File: src/rtl/load_buffer_tracker.sv
`default_nettype none
// ============================================================================
//  Module      : load_buffer_tracker
//  Description : Tracks outstanding load requests between the issue stage and
//                the data cache. Each slot carries a scoreboard transaction ID
//                and moves through FREE -> PENDING -> DONE -> FREE. If a flush
//                arrives while the load is still in the cache, the slot moves
//                PENDING -> KILLED -> FREE instead.
//                Slots are allocated lowest-index first. The slot index is the
//                request tag sent to the cache. Responses may return out of
//                order. Completed loads go to writeback lowest-index first.
//  Revision    : 1.0 - initial release
// ----------------------------------------------------------------------------
//  Ports
//    clk_i            : clock, all state updates on the rising edge
//    rst_i            : synchronous active-high reset
//    flush_i          : kill every in-flight load
//    alloc_valid_i    : new load request
//    alloc_ready_o    : a slot is free and no flush is in progress
//    alloc_trans_id_i : scoreboard ID of the new load
//    alloc_tag_o      : slot index handed to the cache as request ID
//    rsp_valid_i      : cache response strobe (cannot be back-pressured)
//    rsp_tag_i        : slot index of the response
//    rsp_data_i       : load data
//    out_valid_o      : completed load available
//    out_ready_i      : writeback accepts the completed load
//    out_trans_id_o   : ID of the delivered load
//    out_data_o       : data of the delivered load
//    count_o          : number of non-FREE slots
//    err_o            : one-cycle pulse after a protocol-violating response
// ============================================================================
module load_buffer_tracker #(
    parameter int NrEntries    = 2,
    parameter int TransIdWidth = 2,
    parameter int DataWidth    = 32,
    localparam int IdxW        = (NrEntries > 1) ? $clog2(NrEntries) : 1,
    localparam int CntW        = $clog2(NrEntries + 1)
) (
    input  logic                    clk_i,
    input  logic                    rst_i,
    input  logic                    flush_i,
    input  logic                    alloc_valid_i,
    output logic                    alloc_ready_o,
    input  logic [TransIdWidth-1:0] alloc_trans_id_i,
    output logic [IdxW-1:0]         alloc_tag_o,
    input  logic                    rsp_valid_i,
    input  logic [IdxW-1:0]         rsp_tag_i,
    input  logic [DataWidth-1:0]    rsp_data_i,
    output logic                    out_valid_o,
    input  logic                    out_ready_i,
    output logic [TransIdWidth-1:0] out_trans_id_o,
    output logic [DataWidth-1:0]    out_data_o,
    output logic [CntW-1:0]         count_o,
    output logic                    err_o
);

    typedef enum logic [1:0] {
        SLOT_FREE    = 2'd0,
        SLOT_PENDING = 2'd1,
        SLOT_DONE    = 2'd2,
        SLOT_KILLED  = 2'd3
    } slot_state_e;

    // One extra bit so that the entry count itself is representable
    // (for example 16 entries need a 4-bit tag, but the value 16 needs 5 bits).
    localparam logic [IdxW:0] c_NR_ENTRIES = (IdxW + 1)'(NrEntries);

    slot_state_e               r_state [NrEntries];
    logic [TransIdWidth-1:0]   r_tid   [NrEntries];
    logic [DataWidth-1:0]      r_data  [NrEntries];
    logic                      r_err;

    slot_state_e               w_state_nxt [NrEntries];
    logic [TransIdWidth-1:0]   w_tid_nxt   [NrEntries];
    logic [DataWidth-1:0]      w_data_nxt  [NrEntries];

    logic                      w_any_free;
    logic [IdxW-1:0]           w_free_idx;
    logic                      w_any_done;
    logic [IdxW-1:0]           w_done_idx;
    logic [TransIdWidth-1:0]   w_sel_tid;
    logic [DataWidth-1:0]      w_sel_data;
    logic [CntW-1:0]           w_count;

    logic                      w_rsp_in_range;
    slot_state_e               w_rsp_slot_state;
    logic                      w_rsp_err;

    logic                      w_alloc_fire;
    logic                      w_out_valid;
    logic                      w_out_fire;
    logic [NrEntries-1:0]      w_alloc_hit;
    logic [NrEntries-1:0]      w_rsp_hit;
    logic [NrEntries-1:0]      w_out_hit;

    // ------------------------------------------------------------------
    // Priority scans over the registered slot state. The loops run from the
    // highest index down, so the lowest matching index is the last write and
    // wins. The selected output payload is muxed inside the same scan.
    // Because of this, no array is ever indexed by a tag that could be out
    // of range.
    // ------------------------------------------------------------------
    always_comb begin
        w_any_free = 1'b0;
        w_free_idx = '0;
        w_any_done = 1'b0;
        w_done_idx = '0;
        w_sel_tid  = '0;
        w_sel_data = '0;
        w_count    = '0;
        for (int i = NrEntries - 1; i >= 0; i--) begin
            if (r_state[i] == SLOT_FREE) begin
                w_any_free = 1'b1;
                w_free_idx = IdxW'(i);
            end
            if (r_state[i] == SLOT_DONE) begin
                w_any_done = 1'b1;
                w_done_idx = IdxW'(i);
                w_sel_tid  = r_tid[i];
                w_sel_data = r_data[i];
            end
            if (r_state[i] != SLOT_FREE) begin
                w_count = w_count + CntW'(1);
            end
        end
    end

    // ------------------------------------------------------------------
    // Response classification. An out-of-range tag reads back as FREE,
    // so it falls into the same error path as a stray response.
    // ------------------------------------------------------------------
    assign w_rsp_in_range = ({1'b0, rsp_tag_i} < c_NR_ENTRIES);

    always_comb begin
        w_rsp_slot_state = SLOT_FREE;
        for (int i = 0; i < NrEntries; i++) begin
            if (rsp_tag_i == IdxW'(i)) begin
                w_rsp_slot_state = r_state[i];
            end
        end
    end

    assign w_rsp_err = rsp_valid_i &&
                       (!w_rsp_in_range ||
                        (w_rsp_slot_state == SLOT_FREE) ||
                        (w_rsp_slot_state == SLOT_DONE));

    // ------------------------------------------------------------------
    // Handshakes. Allocation and delivery are both blocked during a flush.
    // As a result, a flush-cycle out handshake never frees a slot as
    // "delivered".
    // ------------------------------------------------------------------
    assign w_alloc_fire = alloc_valid_i && alloc_ready_o;
    assign w_out_valid  = w_any_done && !flush_i;
    assign w_out_fire   = w_out_valid && out_ready_i;

    always_comb begin
        w_alloc_hit = '0;
        w_rsp_hit   = '0;
        w_out_hit   = '0;
        for (int i = 0; i < NrEntries; i++) begin
            w_alloc_hit[i] = w_alloc_fire && (w_free_idx == IdxW'(i));
            w_rsp_hit[i]   = rsp_valid_i  && (rsp_tag_i  == IdxW'(i));
            w_out_hit[i]   = w_out_fire   && (w_done_idx == IdxW'(i));
        end
    end

    // ------------------------------------------------------------------
    // Per-slot next state. Each event can only act on a slot in a specific
    // state: alloc acts on FREE, out acts on DONE, and a legal response acts
    // on PENDING or KILLED. Therefore alloc, rsp and out on distinct slots
    // never interfere with each other.
    // ------------------------------------------------------------------
    always_comb begin
        for (int i = 0; i < NrEntries; i++) begin
            w_state_nxt[i] = r_state[i];
            w_tid_nxt[i]   = r_tid[i];
            w_data_nxt[i]  = r_data[i];
            case (r_state[i])
                SLOT_FREE: begin
                    if (w_alloc_hit[i]) begin
                        w_state_nxt[i] = SLOT_PENDING;
                        w_tid_nxt[i]   = alloc_trans_id_i;
                    end
                end
                SLOT_PENDING: begin
                    if (w_rsp_hit[i]) begin
                        // When data arrives in the flush cycle, the slot is
                        // retired immediately rather than marked KILLED,
                        // because no further response is coming for it.
                        if (flush_i) begin
                            w_state_nxt[i] = SLOT_FREE;
                        end else begin
                            w_state_nxt[i] = SLOT_DONE;
                            w_data_nxt[i]  = rsp_data_i;
                        end
                    end else if (flush_i) begin
                        w_state_nxt[i] = SLOT_KILLED;
                    end
                end
                SLOT_DONE: begin
                    if (flush_i || w_out_hit[i]) begin
                        w_state_nxt[i] = SLOT_FREE;
                    end
                end
                SLOT_KILLED: begin
                    if (w_rsp_hit[i]) begin
                        w_state_nxt[i] = SLOT_FREE;
                    end
                end
                default: begin
                    w_state_nxt[i] = SLOT_FREE;
                end
            endcase
        end
    end

    always_ff @(posedge clk_i) begin
        if (rst_i) begin
            for (int i = 0; i < NrEntries; i++) begin
                r_state[i] <= SLOT_FREE;
                r_tid[i]   <= '0;
                r_data[i]  <= '0;
            end
            r_err <= 1'b0;
        end else begin
            for (int i = 0; i < NrEntries; i++) begin
                r_state[i] <= w_state_nxt[i];
                r_tid[i]   <= w_tid_nxt[i];
                r_data[i]  <= w_data_nxt[i];
            end
            r_err <= w_rsp_err;
        end
    end

    assign alloc_ready_o  = w_any_free && !flush_i;
    assign alloc_tag_o    = w_free_idx;
    assign out_valid_o    = w_out_valid;
    assign out_trans_id_o = w_sel_tid;
    assign out_data_o     = w_sel_data;
    assign count_o        = w_count;
    assign err_o          = r_err;

endmodule
`default_nettype wire

File: config.mk
export PLATFORM = sky130hd
export DESIGN_NAME = load_buffer_tracker
export DESIGN_NICKNAME = d
export VERILOG_FILES = /design/src/rtl/load_buffer_tracker.sv
export SDC_FILE = /design/constraint.sdc
export NUM_CORES = 1
export LEC_CHECK = 0
export ABC_AREA = 1
export CORE_UTILIZATION = 46
export CTS_BUF_LIST = sky130_fd_sc_hd__clkbuf_2 sky130_fd_sc_hd__clkbuf_4 sky130_fd_sc_hd__clkbuf_8
export DETAILED_ROUTE_END_ITERATION = 10
export PLACE_DENSITY = 0.84
export SYNTH_ARGS = -nofsm -noshare
export SYNTH_HDL_FRONTEND = slang
export SYNTH_SLANG_ARGS = --single-unit
File: constraint.sdc
create_clock -name clk_i -period 1.4 [get_ports clk_i]
set_input_delay 0.21 -clock clk_i [delete_from_list [all_inputs] [get_ports clk_i]]
set_output_delay 0.21 -clock clk_i [all_outputs]
set_load 0.005 [all_outputs]
---- Yosys cells after proc, flatten, opt, wreduce, memory -nomap -nowiden ----
Memory sizes are Yosys's and may differ from the RTL's.
Cells that the tools add are included.
W data, S select, Z words.
cells by class
  eq/ne operators ......................... 7
  reductions and logical operators ........ 20
  mux-type cells .......................... 45
  bitwise gates (word level) .............. 9
  add/sub/neg operators ................... 1
operator list
  cell                   count
  $mux W32               10
  $mux W2                23
  $pmux W2 S4            2
  $logic_and A1 B1 Y1    11
  $eq A2 B2 Y1 const B   5
  $mux W1                10
  $logic_not A2 Y1       3
  $or A1 B1 Y1           6
  $eq A2 B1 Y1 const B   2
  $reduce_bool A2 Y1     2
  $logic_or A1 B1 Y1     3
  $not A1 Y1             3
  $add A2 B1 Y2 const B  1
  $logic_not A1 Y1       1
storage, ports and cells
  bits in registers ....................... 1
  output and inout bits ................... 40
  memories kept ........................... 3
  bits of input ports ..................... 41
  RAM bits ................................ 72
  logic and storage cells ................. 86
memories
  name     depth  width  read ports  clocked after memory_dff  wr ports  RTL line  source
  r_data   2      32     2           0                         2         70        logic [DataWidth-1:0] r_data [NrEntries];
  r_state  2      2      2           0                         2         68        slot_state_e r_state [NrEntries];
  r_tid    2      2      2           0                         2         69        logic [TransIdWidth-1:0] r_tid [NrEntries];

---- Depth between registers and ports, before layout ----
An unclocked memory read counts as a cell.
  depth in word-level cells ............... 11
  depth in mapped cells ................... 10
  gate-level depth less buffers ........... 10

---- Least setup slack after synthesis ----
Ideal clock, no wire load.
  kind .................................... flip-flop to flip-flop
  start point ............................. mem r_state[0][3] in the netlist's numbering
  end point ............................... mem r_tid[0][0]
  clock period less this slack ............ 1,551 ps
  stages on the path, launching flop included .. 9
  buffers on the path ..................... 0
  data arrival time ....................... 1,482 ps
  path slack .............................. -151 ps
  required time ........................... 1,330 ps
  path through ............................ dfxtp_1 -> nor2_1 -> inv_1 -> ha_1 -> nor2_1 -> nand3b_1 -> nor2_1 -> o21ai_0 -> a21oi_1
RTL lines
  what         RTL line
  from (decl)  68
  to (decl)    69

==> impl_metrics.csv <==
group,metric,value,unit
finish,final_area,0.00604,sq mm
finish,nNetsFinal,680,
cts,insertion_delay,360,ps
cts,cts_max_path_buffers,2,
yosys,synth_top_cell_by_area,"dfxtp_1",
timing,skew,7.92,ps
floorplan,rows,30,
floorplan,die_area,0.00743,sq mm
power_and_ir_drop,clkPwrFrac,22.7,%
setup_path,crit_fanout,3,
global_route,antenna_found_initial,0,
global_route,gr-total-overflow,0,
timing,fmax,544,MHz
setup_path,critPathMaxStageDelay,340,ps
cts,cts_tree,"built",
global_route,grt_max_degree,46,
power_and_ir_drop,power_frac_seq,29.8,%
placement,place_area,0.00438,sq mm
detailed_routing,wirelength,16.2,mm
placement,hpwlAfterDp,6.08,mm
cts,hold_buffers,0,
setup_path,slowest_stage,"dfxtp_2",
placement,gp_congestion,0.892,
yosys,synth.most_common_cell,"nor2_1",
global_route,busiest_layer,"met2",
timing,setup_ws,-439,ps
timing,final_max_slew_viol_count,0,
power_and_ir_drop,ir_worst_vdd,0.00127,V
global_route,grt_pass1_vias,3739,
global_route,grt_usage,30.8,%
yosys,synth_edf_count,0,
yosys,yosysSeqAreaShare,44.8,%
setup_path,cp_top_family,"simple AND/OR/NAND/NOR gates",
power_and_ir_drop,power.leakage,2.71,nW
cts,cts.sinks,73,
timing,max_slew_margin,79.8,%
timing,worst_pin_slew,302,ps
setup_path,crit_top_cell,"nor2_4",
setup_path,cp_num_buf_inv,3,
timing,fin_crit_sh,131,%
setup_path,start_kind,"register",
cts,cts_buffers,9,
placement,place_ws,-281,ps
yosys,ys_ff_latch,73,
setup_path,arrival,2090,ps
finish,fillers,279,
finish,syn2layout_area_growth,85.2,%
timing,rsz0062_at_grt,"yes",
yosys,synth_area_leaders,"dfxtp_1, nor2_1, nand2_1",
yosys,syn_area,0.00326,sq mm
placement,port_buffers,80,
detailed_routing,drc,0,
global_route,use_met2,55.2,%
cts,path_clk_slew,90,ps
floorplan,die_h,86.2,microns
floorplan,fp.coreArea,0.00683,sq mm
power_and_ir_drop,pwr-share-comb,47.4,%
floorplan,ioPinCount,81,
setup_path,critical_path_class,"reg -> reg",
yosys,netlist_instances,474,
yosys,yosysUniqueCellTypes,24,
power_and_ir_drop,swShare,36.4,%
finish,final_util,88.4,%
floorplan,start_util,47.7,%
finish,diodes,0,
detailed_routing,wire_per_inst,21.9,microns
global_route,use_met1,36.4,%
yosys,yosys_warnings,0,
yosys,synth_top_area_share,44.8,%
power_and_ir_drop,p_sw,2.94,mW
timing,period_needed,1840,ps
yosys,async_flop_share,0,%
setup_path,crit_chain,"buf_4 > buf_6 > nor2_4 > inv_2 > ha_4 > nor2_4 > nand3b_1 > nand3_2 > nand2_1 > o21ai_1 > nor2_1",
run,max_cap_violations,0,
run_status,status,"finished with violations",
floorplan,fp.dieW,86.2,microns
timing,hold_violations,0,
yosys,synthFlopType,"dfxtp_1",
finish,drive_above_1_share,46.7,%
cts,cts_max_level,3,
timing,setup_viol,111,
power_and_ir_drop,powerDensity,1340,mW/mm^2
cts,clockRootBuffer,"clkbuf_8",
run_status,violations,"negative setup slack",
detailed_routing,drt_first_pass_iters,6,
global_route,grt_pass1_wl,17.6,mm
detailed_routing,vias,4523,
yosys,postSynthAreaPerCell,6.88,sq um
setup_path,crit_path_end_kind,"register",
setup_path,required,1650,ps
yosys,syn-num-nets,517,
detailed_routing,ant_nets,0,
detailed_routing,first_iter_violations,521,
global_route,grtUsageMet3,4.57,%
detailed_routing,viasPerCell,6.13,
worst_hold_path,hp-class,"in -> reg",
yosys,synthTopCellsByCount,"nor2_1, nand2_1, dfxtp_1, nand3_1, o21ai_0",
power_and_ir_drop,internal_power,5.14,mW
==> area by class of cell <==
type	instances	area [sq um]	area share, %
multi-input cells	356	2170	36.0
clock inverters	4	51.3	0.850
well taps	96	120	1.99
clock buffers	12	159	2.63
repair buffers	180	1970	32.6
inverters	17	91.3	1.51
flip-flops and latches	73	1470	24.4
==> timing repair <==
item / 4_1_cts / 5_1_grt
resized for setup: 239 / 183
endpoints found under the setup margin: 62 / 90
gates cloned: 4 / 12
pin swaps: 30 / 84
buffers inserted: 35 / 20
==> tightest hold or removal path: stages <==
cell	delay, ps
clkdlybuf4s50_1	410
inv_1	80
a21oi_1	60
==> path summary, 6_finish.rpt <==
path | startpoint | endpoint | slack, ps | cells after the start
max | r_state[0][3]$_SDFFE_PP0P_ | r_state[0][1]$_SDFFE_PP0P_ | -440 | 11
min reg2reg | r_data[0][14]$_SDFFE_PP0P_ | r_data[0][14]$_SDFFE_PP0P_ | 490 | 2
min | alloc_trans_id_i[0] | r_tid[0][2]$_SDFFE_PP0P_ | 440 | 3
max reg2reg | r_state[0][3]$_SDFFE_PP0P_ | r_state[0][1]$_SDFFE_PP0P_ | -440 | 11
==> stage by stage <==
stage	std cells	total power, mW	setup TNS [ps]	hold WS (ps)
detailed placement	657	4.11	-19370	472
global placement	657	4.05	-15710	462
CTS	710	7.10	-10810	429
global route	738	8.28	-32730	460
floorplan	474	3.27	0	282
finish	738	8.08	-28530	440
==> layer usage <==
layer / up-vias / share of wire, %
li1: 1865 / -
met1: 2114 / 36
met2: 415 / 47
met3: 129 / 10
met4: 0 / 6.6
met5: - / 0
==> cell usage in the layout, fill, tap and decap left out, drive strengths merged <==
cell type      count
a21oi              7
a22oi              1
and2               1
buf              126
bufinv             1
clkbuf            24
clkdlybuf4s15      1
clkdlybuf4s50     40
clkinv             4
clkinvlp           1
dfxtp             73
dlymetal6s2s       1
ha                 2
inv               15
nand2             85
nand3             44
nand3b             1
nor2             141
o211ai             1
o21a               1
o21ai             72
==> cell families after synthesis <==
kind of cell / share of synthesized area (%)
simple gates: 34.5
compound gates: 12.8
flops: 44.8
buf+inv: 7.06
fa+ha+maj: 0.768
==> state kept, by name, summed over array words and instances, names as in the netlist <==
name     cells
err_o        1
r_state      4
r_data      64
r_tid        4
==> power by group through the flow <==
stage | Sequential, mW | Clock (mW) | Combinational, mW
after floorplan | 2.36 | 0 | 0.909
after global placement | 2.36 | 0 | 1.69
after detailed placement | 2.37 | 0 | 1.75
after CTS | 2.35 | 1.73 | 3.01
after global routing | 2.42 | 1.92 | 3.94
final | 2.41 | 1.84 | 3.83
No activity file was read; power rests on OpenSTA's default activity.
